==> src/rtl/sci_pkg.sv <==
// Shared SCI constants, controller state encoding and init-address lookup.
package sci_pkg;

    localparam logic [7:0] SCI_WR     = 8'h02;
    localparam logic [7:0] SCI_MODE   = 8'h00;
    localparam logic [7:0] SCI_CLOCKF = 8'h03;
    localparam logic [7:0] SCI_VOL    = 8'h0B;

    typedef enum logic [2:0] {
        StInitWait,
        StLoad,
        StShift,
        StGap,
        StIdle,
        StSdi
    } sci_state_e;

    // Init order: MODE, CLOCKF, VOL.
    function automatic logic [7:0] init_addr(input logic [1:0] idx);
        case (idx)
            2'd0:    return SCI_MODE;
            2'd1:    return SCI_CLOCKF;
            default: return SCI_VOL;
        endcase
    endfunction

endpackage

==> src/rtl/spi_tx32.sv <==
// 32-bit MSB-first SPI serializer: SCK low then high for CLK_DIV cycles per bit.
module spi_tx32 #(
    parameter int unsigned CLK_DIV = 4
) (
    input  logic        i_clk,
    input  logic        i_rst,
    input  logic        i_start,
    input  logic [31:0] i_data,
    output logic        o_cs_n,
    output logic        o_sck,
    output logic        o_mosi,
    output logic        o_done
);

    localparam logic [7:0] DIV_LAST = 8'(CLK_DIV - 1);

    logic [30:0] r_shift;
    logic [7:0]  r_div;
    logic [5:0]  r_half;
    logic        r_active;
    logic        r_sck;
    logic        r_mosi;
    logic        w_tick;

    assign w_tick = r_active && (r_div == DIV_LAST);
    // High on the final cycle of the last SCK-high half period.
    assign o_done = w_tick && (r_half == 6'd63);
    assign o_cs_n = ~r_active;
    assign o_sck  = r_sck;
    assign o_mosi = r_mosi;

    always_ff @(posedge i_clk) begin
        if (i_rst) begin
            r_shift  <= '0;
            r_div    <= '0;
            r_half   <= '0;
            r_active <= 1'b0;
            r_sck    <= 1'b0;
            r_mosi   <= 1'b0;
        end else if (i_start) begin
            r_shift  <= i_data[30:0];
            r_div    <= '0;
            r_half   <= '0;
            r_active <= 1'b1;
            r_sck    <= 1'b0;
            r_mosi   <= i_data[31];
        end else if (r_active) begin
            r_div <= w_tick ? '0 : r_div + 8'd1;
            if (w_tick) begin
                r_half <= r_half + 6'd1;
                if (!r_half[0]) begin
                    r_sck <= 1'b1;
                end else if (o_done) begin
                    r_sck    <= 1'b0;
                    r_mosi   <= 1'b0;
                    r_active <= 1'b0;
                end else begin
                    r_sck   <= 1'b0;
                    r_mosi  <= r_shift[30];
                    r_shift <= {r_shift[29:0], 1'b0};
                end
            end
        end
    end

endmodule

==> src/rtl/sci_vol_ctrl.sv <==
// SCI sequencer: init writes, volume tracking via shadow register, SPI bus arbitration
// between SCI frames and the SDI feeder.
module sci_vol_ctrl
    import sci_pkg::*;
#(
    parameter int unsigned CLK_DIV     = 4,
    parameter logic [15:0] INIT_MODE   = 16'h0800,
    parameter logic [15:0] INIT_CLOCKF = 16'h9800
) (
    input  logic        i_clk,
    input  logic        i_rst,
    input  logic [15:0] i_vol,
    input  logic        i_dreq,
    input  logic        i_sdi_req,
    output logic        o_sdi_gnt,
    output logic        o_xcs,
    output logic        o_sck,
    output logic        o_mosi,
    output logic        o_busy,
    output logic        o_init_done
);

    localparam logic [7:0] DIV_LAST = 8'(CLK_DIV - 1);

    sci_state_e  r_state;
    logic [1:0]  r_init_idx;
    logic        r_init_done;
    logic [15:0] r_shadow;
    logic        r_sdi_gnt;
    logic [7:0]  r_gap_cnt;

    logic        w_pending;
    logic        w_load;
    logic        w_tx_done;
    logic [7:0]  w_addr;
    logic [15:0] w_data;

    assign w_pending = (i_vol != r_shadow);
    assign w_load    = (r_state == StLoad);
    assign w_addr    = r_init_done ? SCI_VOL : init_addr(r_init_idx);
    assign w_data    = (w_addr == SCI_MODE)   ? INIT_MODE   :
                       (w_addr == SCI_CLOCKF) ? INIT_CLOCKF : i_vol;

    assign o_busy      = (r_state == StIdle) ? w_pending : (r_state != StSdi);
    assign o_sdi_gnt   = r_sdi_gnt;
    assign o_init_done = r_init_done;

    spi_tx32 #(
        .CLK_DIV (CLK_DIV)
    ) u_tx (
        .i_clk   (i_clk),
        .i_rst   (i_rst),
        .i_start (w_load),
        .i_data  ({SCI_WR, w_addr, w_data}),
        .o_cs_n  (o_xcs),
        .o_sck   (o_sck),
        .o_mosi  (o_mosi),
        .o_done  (w_tx_done)
    );

    always_ff @(posedge i_clk) begin
        if (i_rst) begin
            r_state     <= StInitWait;
            r_init_idx  <= 2'd0;
            r_init_done <= 1'b0;
            r_shadow    <= 16'h0000;
            r_sdi_gnt   <= 1'b0;
            r_gap_cnt   <= '0;
        end else begin
            case (r_state)
                StInitWait: if (i_dreq) r_state <= StLoad;
                StLoad: begin
                    if (w_addr == SCI_VOL) r_shadow <= i_vol;
                    r_state <= StShift;
                end
                StShift: begin
                    if (w_tx_done) begin
                        r_state   <= StGap;
                        r_gap_cnt <= '0;
                    end
                end
                StGap: begin
                    if (r_gap_cnt == DIV_LAST) begin
                        if (r_init_done) begin
                            r_state <= StIdle;
                        end else if (r_init_idx == 2'd2) begin
                            r_init_done <= 1'b1;
                            r_state     <= StIdle;
                        end else begin
                            r_init_idx <= r_init_idx + 2'd1;
                            r_state    <= StInitWait;
                        end
                    end else begin
                        r_gap_cnt <= r_gap_cnt + 8'd1;
                    end
                end
                // A pending volume write always wins over the SDI feeder.
                StIdle: begin
                    if (w_pending && i_dreq) begin
                        r_state <= StLoad;
                    end else if (!w_pending && i_sdi_req) begin
                        r_state   <= StSdi;
                        r_sdi_gnt <= 1'b1;
                    end
                end
                StSdi: begin
                    if (!i_sdi_req) begin
                        r_state   <= StIdle;
                        r_sdi_gnt <= 1'b0;
                    end
                end
                default: r_state <= StInitWait;
            endcase
        end
    end

endmodule

==> config.mk <==
export PLATFORM = sky130hd
export DESIGN_NAME = sci_vol_ctrl
export DESIGN_NICKNAME = d
export VERILOG_FILES = /design/src/rtl/sci_pkg.sv /design/src/rtl/spi_tx32.sv /design/src/rtl/sci_vol_ctrl.sv
export SDC_FILE = /design/constraint.sdc
export NUM_CORES = 1
export LEC_CHECK = 0
export ABC_AREA = 1
export BUFFER_PORTS_ARGS = -buffer_cell sky130_fd_sc_hd__buf_2
export CORE_UTILIZATION = 60
export CTS_CLUSTER_DIAMETER = 60
export DETAILED_ROUTE_END_ITERATION = 7
export PLACE_DENSITY = 0.82
export SLEW_MARGIN = 25
export SYNTH_ARGS = -nofsm -noshare
export SYNTH_HDL_FRONTEND = slang
export SYNTH_SLANG_ARGS = --single-unit
==> constraint.sdc <==
create_clock -name i_clk -period 2.4 [get_ports i_clk]
set_input_delay 0.48 -clock i_clk [delete_from_list [all_inputs] [get_ports i_clk]]
set_output_delay 0.48 -clock i_clk [all_outputs]
set_load 0.1 [all_outputs]
==> summary.log <==
[detailed_routing] Post-route DRC 0
[logic_synthesis] Yosys warnings 0
[die] Initial Util 0.6312
[pwr] proportion of power drawn by the clock network 0.344
[worst_setup_path] cell depth of the worst flop-to-flop path 10
[global_routing] number of antenna violations at the first check in global routing 0
[detailed_routing] WL per Instance 12.02 um
[clock_tree] Root Buffer clkbuf_8
[detailed_routing] antenna violation net count after detailed routing 0
[worst_setup_path] setup slack on the worst flop-to-flop path 0.41 ns
[detailed_routing] detailed-route wire length 7885 um
[clock_tree] hold_buf cts 0
[die] Horiz. Die Dim 81.39 um
[run_status] outcome finished, final reports clean
[clock_tree] clock edge transition at the registers on the reported setup and hold paths 0.08 ns
[timing] total negative setup slack 0 ns
[timing] final number of hold-violating endpoints 0
[logic_synthesis] cell type with the largest total area after synthesis dfxtp_1
[worst_setup_path] end of the worst register-to-register path u_tx.r_shift[15]
[timing] highest clock rate 456.4 MHz
[pwr] Flop pwr share 0.435
[die] Boundary Pins 26
[worst_setup_path] crit path max-delay cell type dfxtp_1
[clock_tree] number of clock sinks 78
[worst_setup_path] Arrival @ worst endpoint 1.71 ns
[logic_synthesis] average footprint of a synthesized cell 6.887 um^2
[hold_path] path type of the worst min-delay path input port to register
[global_routing] routing usage on met2 0.4458
[worst_setup_path] Worst Path Required 1.92 ns
[logic_synthesis] most used flip-flop cell after synthesis dfxtp_1
[global_routing] total global-route track usage 0.2584
[timing] post-route clock skew 0.01107 ns
[worst_setup_path] Most common cell on crit path nand2_1
[cells_and_area] diode count 0
[worst_setup_path] startpoint type of the worst setup path register
[logic_synthesis] number of nets produced by synthesis 576
[cells_and_area] share of final-layout standard cells stronger than drive strength 1 0.1394
[logic_synthesis] area share of the leading cell type in the synthesized netlist 0.4130
[place] half-perimeter wire length after detailed placement 5484 um
[cells_and_area] final instance area 4247 um^2
[global_routing] Most Used Layer, Global Route met2
[global_routing] maximum number of pins on one net before global-route repair 43
[pwr] combinational group share of total power 0.221
[die] count of standard-cell rows 28
[clock_tree] H-tree depth reported by CTS 3
[clock_tree] number of CTS-inserted buffers 9
[detailed_routing] iteration-0 DRC count of the detailed router 240
[global_routing] wire length of the first global-routing pass 13,110 um
[worst_setup_path] crit-path max cell delay 0.36 ns
[detailed_routing] first-pass iteration count of the detailed router 5
[worst_setup_path] Critical Setup Path Class register to output port
[pwr] cell internal pwr 0.002420 W
[timing] max-slew violations 0
[pwr] VDD IR-drop max 0.0005901 V
[logic_synthesis] post-synthesis cell area 3781 um^2
[pwr] LEAKAGE 1.778 nW
[place] Port Buf Inserts 25
[clock_tree] clock tree from TritonCTS done
[worst_setup_path] critical path depth in cells 10
[hold_path] Hold Path Cell Cnt 3
[worst_setup_path] Critical Path Sink o_busy
[die] core region area 5991 um^2
[worst_setup_path] startpoint of the most critical register-to-register path r_state[1]
[cells_and_area] layout overhead on the synthesized area 12.31%
[place] post-place instance area 3993 um^2
[die] Die ar. 6624 um^2
[pwr] areal power density over the cells 825.9 nW/um^2
[logic_synthesis] unique cell type count in the Yosys netlist 37
[logic_synthesis] FF+latch count, synth 78
[timing] transition time at the pin with the least slew margin 0.5465 ns
[timing] final-report setup violation count 0
[logic_synthesis] leading post-synthesis cells by cell area dfxtp_1 (41%), nand2_1 (12%), a21oi_1 (7.7%)
[global_routing] grt total ovfl 0
[global_routing] routing usage on met1 0.3069
[timing] setup repair after global routing missed its margin no
[detailed_routing] routed via count 3,504
[place] final RePlAce weighted congestion 0.9241
[worst_setup_path] count of buffer and inverter cells on the critical path 3
[logic_synthesis] count of flip-flops with a built-in enable after synthesis 0
[worst_setup_path] cell-by-cell listing of the critical path inv_1 > nand2_1 > nand2_1 > nor2_1 > nand2_1 > nor2_2 > nand2_1 > inv_1 > o211ai_1 > buf_12
[worst_setup_path] CP startpoint r_shadow[9]
[pwr] switching power total 0.001087 W
[worst_setup_path] largest delay contributor family on the critical path simple AND/OR/NAND/NOR gates
[timing] headroom to the max-slew limit 0.6323
[timing] post-layout minimum cycle time 2.191 ns
[timing] Tcrit/Tclk final 0.9130
[global_routing] global routing usage on met3 0.04607
[logic_synthesis] share of async-settable or async-resettable flops after synthesis 0
[detailed_routing] vias per std cell 5.341
[run] count of maximum capacitance violations 0
[logic_synthesis] sequential-to-total area share from yosys stat 0.4130
[die] height of the die 81.39 um
[logic_synthesis] gate count after technology mapping 549
[global_routing] number of global-route vias before repair 3,113
[cells_and_area] final core utilization 0.7089
[worst_setup_path] maximum fanout encountered on the critical timing path 3
[clock_tree] buffer count from post-CTS setup fixing 0
[pwr] switching portion of total power 0.3100
[clock_tree] Skew-Pair Late Insertion Delay 0.34 ns
[clock_tree] number of buffers on the longest clock path 2
[cells_and_area] nets 603
[worst_setup_path] Critical Path End Type output port
## layer usage
| layer | part of all wire | up-vias |
|---|---|---|
| li1 | - | 1841 |
| met1 | 0.47 | 1581 |
| met2 | 0.48 | 68 |
| met3 | 0.035 | 14 |
| met4 | 0.019 | 0 |
| met5 | 0 | - |
## logic make-up after synthesis
group	after synthesis	share of synthesized area
compound gates	131	0.1823
xor+xnor	4	0.009264
fa+ha+maj	7	0.02316
buf+inv	98	0.1026
flops	78	0.4130
simple gates	231	0.2697
## power by group through the flow
| stage | clock network, W | registers, W | logic [W] |
|---|---|---|---|
| after floorplan | 0 | 0.00153 | 0.000627 |
| after global placement | 0 | 0.00154 | 0.000747 |
| after detailed placement | 0 | 0.00155 | 0.000763 |
| after CTS | 0.00122 | 0.00152 | 0.000767 |
| after global routing | 0.00128 | 0.00154 | 0.000865 |
| final | 0.00121 | 0.00152 | 0.000775 |
## how the worst min path moves through the flow
stage,to,startpoint
after global routing,r_shadow[7],i_vol[7]
after CTS,r_shadow[7],i_vol[7]
after detailed placement,u_tx.r_shift[30],u_tx.r_shift[29]
final,r_shadow[7],i_vol[7]
after global placement,u_tx.r_shift[9],u_tx.r_shift[9]
after floorplan,u_tx.r_shift[26],u_tx.r_shift[25]
## cells in the final DEF, fill, tap and decap left out, types with 2 or more instances in the layout
| master | synthesis | routed |
|---|---|---|
| a211oi_1 | 2 | 2 |
| a21oi_1 | 58 | 58 |
| a31oi_1 | 4 | 4 |
| buf_2 | 4 | 24 |
| buf_4 | 2 | 8 |
| bufinv_16 | 0 | 3 |
| clkbuf_1 | 8 | 2 |
| clkbuf_8 | 0 | 11 |
| dfxtp_1 | 78 | 77 |
| ha_1 | 7 | 7 |
| inv_1 | 74 | 61 |
| inv_2 | 6 | 19 |
| nand2_1 | 119 | 119 |
| nand2_2 | 4 | 4 |
| nand2_4 | 2 | 2 |
| nand3_1 | 26 | 26 |
| nand3b_1 | 2 | 2 |
| nand4_1 | 9 | 9 |
| nor2_1 | 51 | 49 |
| nor2_2 | 0 | 2 |
| nor3_1 | 8 | 8 |
| nor4_1 | 2 | 2 |
| o211ai_1 | 3 | 3 |
| o21ai_0 | 44 | 44 |
| o21ai_1 | 11 | 11 |
| o22ai_1 | 6 | 6 |
| or2_2 | 2 | 2 |
| xor2_1 | 4 | 4 |
## cells in the mapped netlist, types with 6 or more instances
cell      number
inv_1         74
o21ai_1       11
nor2_1        51
dfxtp_1       78
nand2_1      119
nand4_1        9
ha_1           7
o21ai_0       44
nor3_1         8
a21oi_1       58
o22ai_1        6
clkbuf_1       8
nand3_1       26
inv_2          6
## layout make-up
class / count / area [um^2]
Sequential cell: 78 / 1563
Fill cell: 499 / 1744
Clock buffer: 13 / 158.9
Multi-Input combinational cell: 373 / 1837
Inverter: 81 / 304.0
Clock inverter: 3 / 90.09
Timing Repair Buffer: 33 / 200.2
Tap cell: 75 / 93.84
## worst reg2reg max path, delay by kind of cell (launching register included)
kind                   cells  cell delay, ns
and+or+nand+nor            6            0.91
DFF                        1            0.43
AOI/OAI and AO/OA          1            0.09
buffers and inverters      3            0.51
## through the flow
step	hold WS, ns	worst slack, ns	instances	power (W)
4_1_cts	0.3882	0.1456	656	0.003509
3_3_place_gp	0.4386	0.3166	640	0.002292
6_report	0.3958	0.2088	656	0.003507
2_1_floorplan	0.4296	-0.4158	549	0.002152
3_5_place_dp	0.4444	0.2892	640	0.002310
5_1_grt	0.3912	0.02017	656	0.003686
## sequential cells by signal, indices dropped and copies added (netlist names)
name	cells
u_tx.o_mosi	1
r_gap_cnt	8
r_shadow	16
u_tx.r_active	1
o_sdi_gnt	1
u_tx.r_div	8
r_state	3
u_tx.r_half	6
u_tx.r_shift	31
o_init_done	1
r_init_idx	2
## what timing repair did
| item | in CTS | in global routing |
|---|---|---|
| gates resized for setup | 0 | 2 |
| setup endpoints to repair | 0 | 1 |
| hold endpoints to repair | 0 | 0 |
No activity file was read; power rests on OpenSTA's default activity.
